## src/rtl/seq_detector_lock.sv

```systemverilog
// Serial pattern detector with period alignment and lock/unlock hysteresis.
// Used as a link / self-test monitor behind a serial sequence generator.
module seq_detector_lock #(
  parameter int unsigned          PAT_LEN    = 6,
  parameter logic [PAT_LEN-1:0]   PATTERN    = 6'b001011,
  parameter int unsigned          LOCK_CNT   = 3,
  parameter int unsigned          UNLOCK_ERR = 2,
  parameter int unsigned          CNT_W      = 8
) (
  input  logic             clk,
  input  logic             rst_n,
  input  logic             din_vld,
  input  logic             din,
  output logic             match,
  output logic             locked,
  output logic [1:0]       sync_state,
  output logic [CNT_W-1:0] frame_cnt,
  output logic [CNT_W-1:0] err_cnt
);

  localparam int unsigned PH_W   = $clog2(PAT_LEN);
  localparam int unsigned GOOD_W = $clog2(LOCK_CNT + 1);
  localparam int unsigned MISS_W = $clog2(UNLOCK_ERR + 1);

  localparam logic [PH_W-1:0]   PH_LAST   = PH_W'(PAT_LEN - 1);
  localparam logic [GOOD_W-1:0] GOOD_LAST = GOOD_W'(LOCK_CNT - 1);
  localparam logic [MISS_W-1:0] MISS_LAST = MISS_W'(UNLOCK_ERR - 1);
  localparam logic [CNT_W-1:0]  CNT_MAX   = {CNT_W{1'b1}};

  typedef enum logic [1:0] {
    ST_SEARCH = 2'd0,
    ST_VERIFY = 2'd1,
    ST_LOCKED = 2'd2
  } state_e;

  state_e             state_q, state_d;
  logic [PAT_LEN-2:0] sr_q, sr_d;
  logic [PH_W-1:0]    fill_q, fill_d;
  logic [PH_W-1:0]    phase_q, phase_d;
  logic [GOOD_W-1:0]  good_q, good_d;
  logic [MISS_W-1:0]  miss_q, miss_d;
  logic [CNT_W-1:0]   frame_q, frame_d;
  logic [CNT_W-1:0]   err_q, err_d;
  logic               match_q;

  logic [PAT_LEN-1:0] window;
  logic               full;
  logic               hit;
  logic               boundary;

  // The window includes the incoming bit, so a hit is known on the bit that completes it.
  always_comb begin
    window   = {sr_q, din};
    full     = (fill_q == PH_LAST);
    hit      = din_vld && full && (window == PATTERN);
    boundary = din_vld && (state_q != ST_SEARCH) && (phase_q == PH_LAST);
    sr_d     = din_vld ? window[PAT_LEN-2:0] : sr_q;
    fill_d   = (din_vld && !full) ? fill_q + 1'b1 : fill_q;
  end

  // NOTE: every signal driven here gets a default first, so no path can infer a latch.
  always_comb begin
    state_d = state_q;
    phase_d = phase_q;
    good_d  = good_q;
    miss_d  = miss_q;
    frame_d = frame_q;
    err_d   = err_q;

    if (din_vld && (state_q != ST_SEARCH)) begin
      phase_d = (phase_q == PH_LAST) ? '0 : phase_q + 1'b1;
    end

    case (state_q)
      ST_SEARCH: begin
        if (hit) begin
          phase_d = '0;
          good_d  = GOOD_W'(1);
          miss_d  = '0;
          state_d = (LOCK_CNT == 1) ? ST_LOCKED : ST_VERIFY;
        end
      end
      ST_VERIFY: begin
        if (boundary) begin
          if (hit) begin
            good_d = good_q + 1'b1;
            if (good_q == GOOD_LAST) begin
              state_d = ST_LOCKED;
              miss_d  = '0;
            end
          end else begin
            state_d = ST_SEARCH;
            good_d  = '0;
          end
        end
      end
      ST_LOCKED: begin
        if (boundary) begin
          if (hit) begin
            miss_d = '0;
            if (frame_q != CNT_MAX) frame_d = frame_q + 1'b1;
          end else begin
            if (err_q != CNT_MAX) err_d = err_q + 1'b1;
            if (miss_q == MISS_LAST) begin
              state_d = ST_SEARCH;
              miss_d  = '0;
            end else begin
              miss_d = miss_q + 1'b1;
            end
          end
        end
      end
      default: state_d = ST_SEARCH;
    endcase
  end

  // NOTE: state registers use non-blocking assignments so all flops update from pre-edge values.
  always_ff @(posedge clk or negedge rst_n) begin
    if (!rst_n) begin
      state_q <= ST_SEARCH;
      sr_q    <= '0;
      fill_q  <= '0;
      phase_q <= '0;
      good_q  <= '0;
      miss_q  <= '0;
      frame_q <= '0;
      err_q   <= '0;
      match_q <= 1'b0;
    end else begin
      state_q <= state_d;
      sr_q    <= sr_d;
      fill_q  <= fill_d;
      phase_q <= phase_d;
      good_q  <= good_d;
      miss_q  <= miss_d;
      frame_q <= frame_d;
      err_q   <= err_d;
      match_q <= hit;
    end
  end

  assign match      = match_q;
  assign locked     = (state_q == ST_LOCKED);
  assign sync_state = state_q;
  assign frame_cnt  = frame_q;
  assign err_cnt    = err_q;

endmodule

```

## config.mk

```make
export PLATFORM = sky130hd
export DESIGN_NAME = seq_detector_lock
export DESIGN_NICKNAME = d
export VERILOG_FILES = /design/src/rtl/seq_detector_lock.sv
export SDC_FILE = /design/constraint.sdc
export NUM_CORES = 1
export LEC_CHECK = 0
export CAP_MARGIN = 30
export CORE_MARGIN = 2
export CORE_UTILIZATION = 57
export CTS_BUF_LIST = sky130_fd_sc_hd__clkbuf_16
export CTS_CLUSTER_DIAMETER = 200
export CTS_CLUSTER_SIZE = 14
export DETAILED_ROUTE_END_ITERATION = 16
export MAX_ROUTING_LAYER = met4
export PLACE_DENSITY = 0.92
export SLEW_MARGIN = 20
export SYNTH_ARGS = -nofsm -noshare
export SYNTH_HDL_FRONTEND = slang
export SYNTH_SLANG_ARGS = --single-unit
```

## constraint.sdc

```tcl
create_clock -name clk -period 4.93 [get_ports clk]
set_input_delay 0.986 -clock clk [delete_from_list [all_inputs] [get_ports clk]]
set_output_delay 0.986 -clock clk [all_outputs]
set_load 0.02 [all_outputs]
```

==> flow_summary.json <==
{
  "finalMaxSlewViolations": 0,
  "die_y_um": 57.1,
  "yosys.area.top_type_share_pct": 53.0,
  "wire_per_inst_um": 15.4,
  "worstMarginPinSlew_ns": 0.491,
  "cts-root-buf": "clkbuf_16",
  "fin_crit_ns": 2.94,
  "arrival_ns": 3.10,
  "relSlewSlack_pct": 67.2,
  "grt_pass1_wl_um": 5490,
  "synth-edff-count": 0,
  "holdCritPathClass": "reg -> reg",
  "multi_input_area_um2": 708,
  "startpoint_type": "primary input",
  "cts_made_buffers": 5,
  "cp.required_ns": 5.09,
  "leakage_nw": 0.925,
  "cts_max_path_buffers": 2,
  "die_w_um": 57.1,
  "n_antenna_cell": 0,
  "setup_viol": 0,
  "regArea_um2": 851,
  "clkSinkCount": 34,
  "placed_cells": 199,
  "yosysWarnings": 0,
  "p_seq_share_pct": 44.6,
  "drv_cap": 0,
  "setup.worst_path.end_class": "flip-flop",
  "rows": 19,
  "critPathKind": "in -> reg",
  "vdd_drop_max_mv": 0.381,
  "num_io_pins": 24,
  "cts_setup_buffers": 0,
  "firstDrtPassIters": 4,
  "overflow": 0,
  "wirelength_um": 3180,
  "cts.repair.resized": 0,
  "async_reset_ff_share_pct": 100,
  "hold_viol_final": 0,
  "htreeDepth": 2,
  "yosysUniqueCellTypes": 33,
  "rsz0062_at_grt": "no",
  "core_area_mm2": 0.00271,
  "powerDensity_mw_per_mm2": 439,
  "nets": 184,
  "fmax_ghz": 0.341,
  "pwr-share-comb_pct": 22.5,
  "swShare_pct": 31.1,
  "grt_pass1_vias": 1164,
  "area_growth_pct": 24.5,
  "synthTopCellsByArea": "dfrtp_1 53%, mux2_2 5.6%, xor2_1 4.4%",
  "synth_commonest_cells": "34 x dfrtp_1, 11 x nand2_1, 11 x nor2_1",
  "fp.dieArea_mm2": 0.00326,
  "skew_ns": 0.00472,
  "drt_iter0_drc": 58,
  "dp_hpwl_um": 2210,
  "grt_use_total_pct": 23.0,
  "start_util_pct": 59.3,
  "ctsHoldBuffers": 0,
  "instances_no_fill": 207,
  "drive_gt1_share_pct": 11.4,
  "outcome": "completed",
  "path_clk_slew_ns": 0.05,
  "insertion_delay_ns": 0.28,
  "synth_area_mm2": 0.00161,
  "antenna_found_initial": 0,
  "fillCellCount": 184,
  "synth_nets": 157,
  "io_buffers": 23,
  "p_clk_share_pct": 32.9,
  "cts_tree": "built",
  "gp_congestion": 0.806,
  "yosys.cell_count.top_type": "dfrtp_1",
  "syn_avg_cell_area_um2": 10.9,
  "grt_max_degree": 35,
  "power_switching_w": 0.000273,
  "period_share_pct": 59.5,
  "timing.hold.ws_ns": 0.495,
  "yosysSeqAreaShare_pct": 53.0,
  "synth-seq-cells": 34,
  "fin_tns_setup_ns": 0,
  "antenna_left": 0,
  "synth_top_area_cell": "dfrtp_1",
  "synth_flop_cell": "dfrtp_1",
  "synth_cells": 148,
  "drc_errors": 0,
  "path_max_fanout": 14,
  "vias": 1212,
  "p_int_w": 0.000605,
  "vias_per_cell": 5.86
}
[stage by stage]
step | utilization, % | cell area, um2 | total power [W] | setup slack (ns)
detailed placement | 68.7 | 1860 | 0.000587 | 1.75
global route | 73.8 | 2000 | 0.000924 | 1.89
global placement | 68.7 | 1860 | 0.000570 | 1.81
CTS | 73.8 | 2000 | 0.000883 | 2.03
floorplan | - | 1610 | 0.000508 | 2.75
finish | 73.8 | 2000 | 0.000878 | 1.99
[worst paths after layout]
check                      slack [ns]                  endpoint                   start  cells past startpoint
max                              1.99  frame_cnt[1]$_DFFE_PN0P_                 din_vld                      5
min                              0.49    err_cnt[6]$_DFFE_PN0P_  err_cnt[6]$_DFFE_PN0P_                      1
max reg2reg                      3.02  frame_cnt[1]$_DFFE_PN0P_     sr_q[4]$_DFFE_PN0P_                      5
min reg2reg                      0.49    err_cnt[6]$_DFFE_PN0P_  err_cnt[6]$_DFFE_PN0P_                      1
max in group asynchronous        3.52       sr_q[3]$_DFFE_PN0P_                   rst_n                      2
min in group asynchronous        1.11    err_cnt[0]$_DFFE_PN0P_                   rst_n                      2
[placed cells by master (no fill, tap or decap)]
cell             Yosys  final
and4b_1              1      1
nor3_1               5      5
and4_1               1      1
o31ai_1              1      1
ha_1                 5      5
mux2_2               8      8
o211ai_2             1      1
clkbuf_16            0      5
a21o_1               1      1
nor4_1               2      2
nand2_1             11     11
xnor2_1              7      7
nor2_2               1      1
buf_4                1      1
a31oi_1              1      1
dfrtp_1             34     34
o22a_1               1      1
clkinv_1             0      1
o21ai_0              8      8
a21oi_1              9      9
o22ai_1              1      1
clkdlybuf4s50_1      0     23
nand3_1              6      6
o21a_1               1      1
nand2b_1             1      1
nand4_1              5      5
xor2_1               8      8
clkinv_2             1      2
nand4_4              1      1
inv_1                6      7
nor2_1              11     11
nor3b_1              2      2
nand4b_2             1      1
and3_1               3      3
[registers in the layout, indices dropped and copies added, names as in the netlist]
name,count
err_cnt,8
phase_q,3
sr_q,5
fill_q,3
sync_state,2
miss_q,2
frame_cnt,8
match,1
good_q,2
[cell families after synthesis]
kind of cell	after synthesis	share of synthesized area, %
AOI/OAI and AO/OA	24	8.80
xor gates and xnor gates	15	8.18
adders and majority gates	5	3.89
buffers and inverters	11	2.96
DFF	34	53.0
muxes	8	5.61
and+or+nand+nor	51	17.6
[power groups by stage]
stage	Sequential, W	Clock (W)	Combinational (W)
3_3_place_gp	0.000388	0	0.000182
3_5_place_dp	0.000393	0	0.000194
6_report	0.000392	0.000289	0.000197
4_1_cts	0.000390	0.000295	0.000198
5_1_grt	0.000399	0.000308	0.000216
2_1_floorplan	0.000392	0	0.000116
[metal layers]
layer | global-route usage [%] | share of wire, %
met2 | 35.5 | 51
met1 | 27.8 | 43
met5 | - | 0
met3 | 7.26 | 4.8
met4 | 10.6 | 1.3
[cell type report]
cell class | instances | area share (%)
Clock buffer | 5 | 6.25
Clock inverter | 3 | 0.625
Inverter | 7 | 1.38
Multi-Input combinational cell | 103 | 35.4
Sequential cell | 34 | 42.5
Tap cell | 31 | 1.94
Timing Repair Buffer | 24 | 11.9
[critical path, cell delays in order]
cell and delay, ns:
clkdlybuf4s50_1 0.78, nand4b_2 0.33, nor2_2 0.27, and3_1 0.37
mux2_2 0.37
No activity file was read; power rests on OpenSTA's default activity.
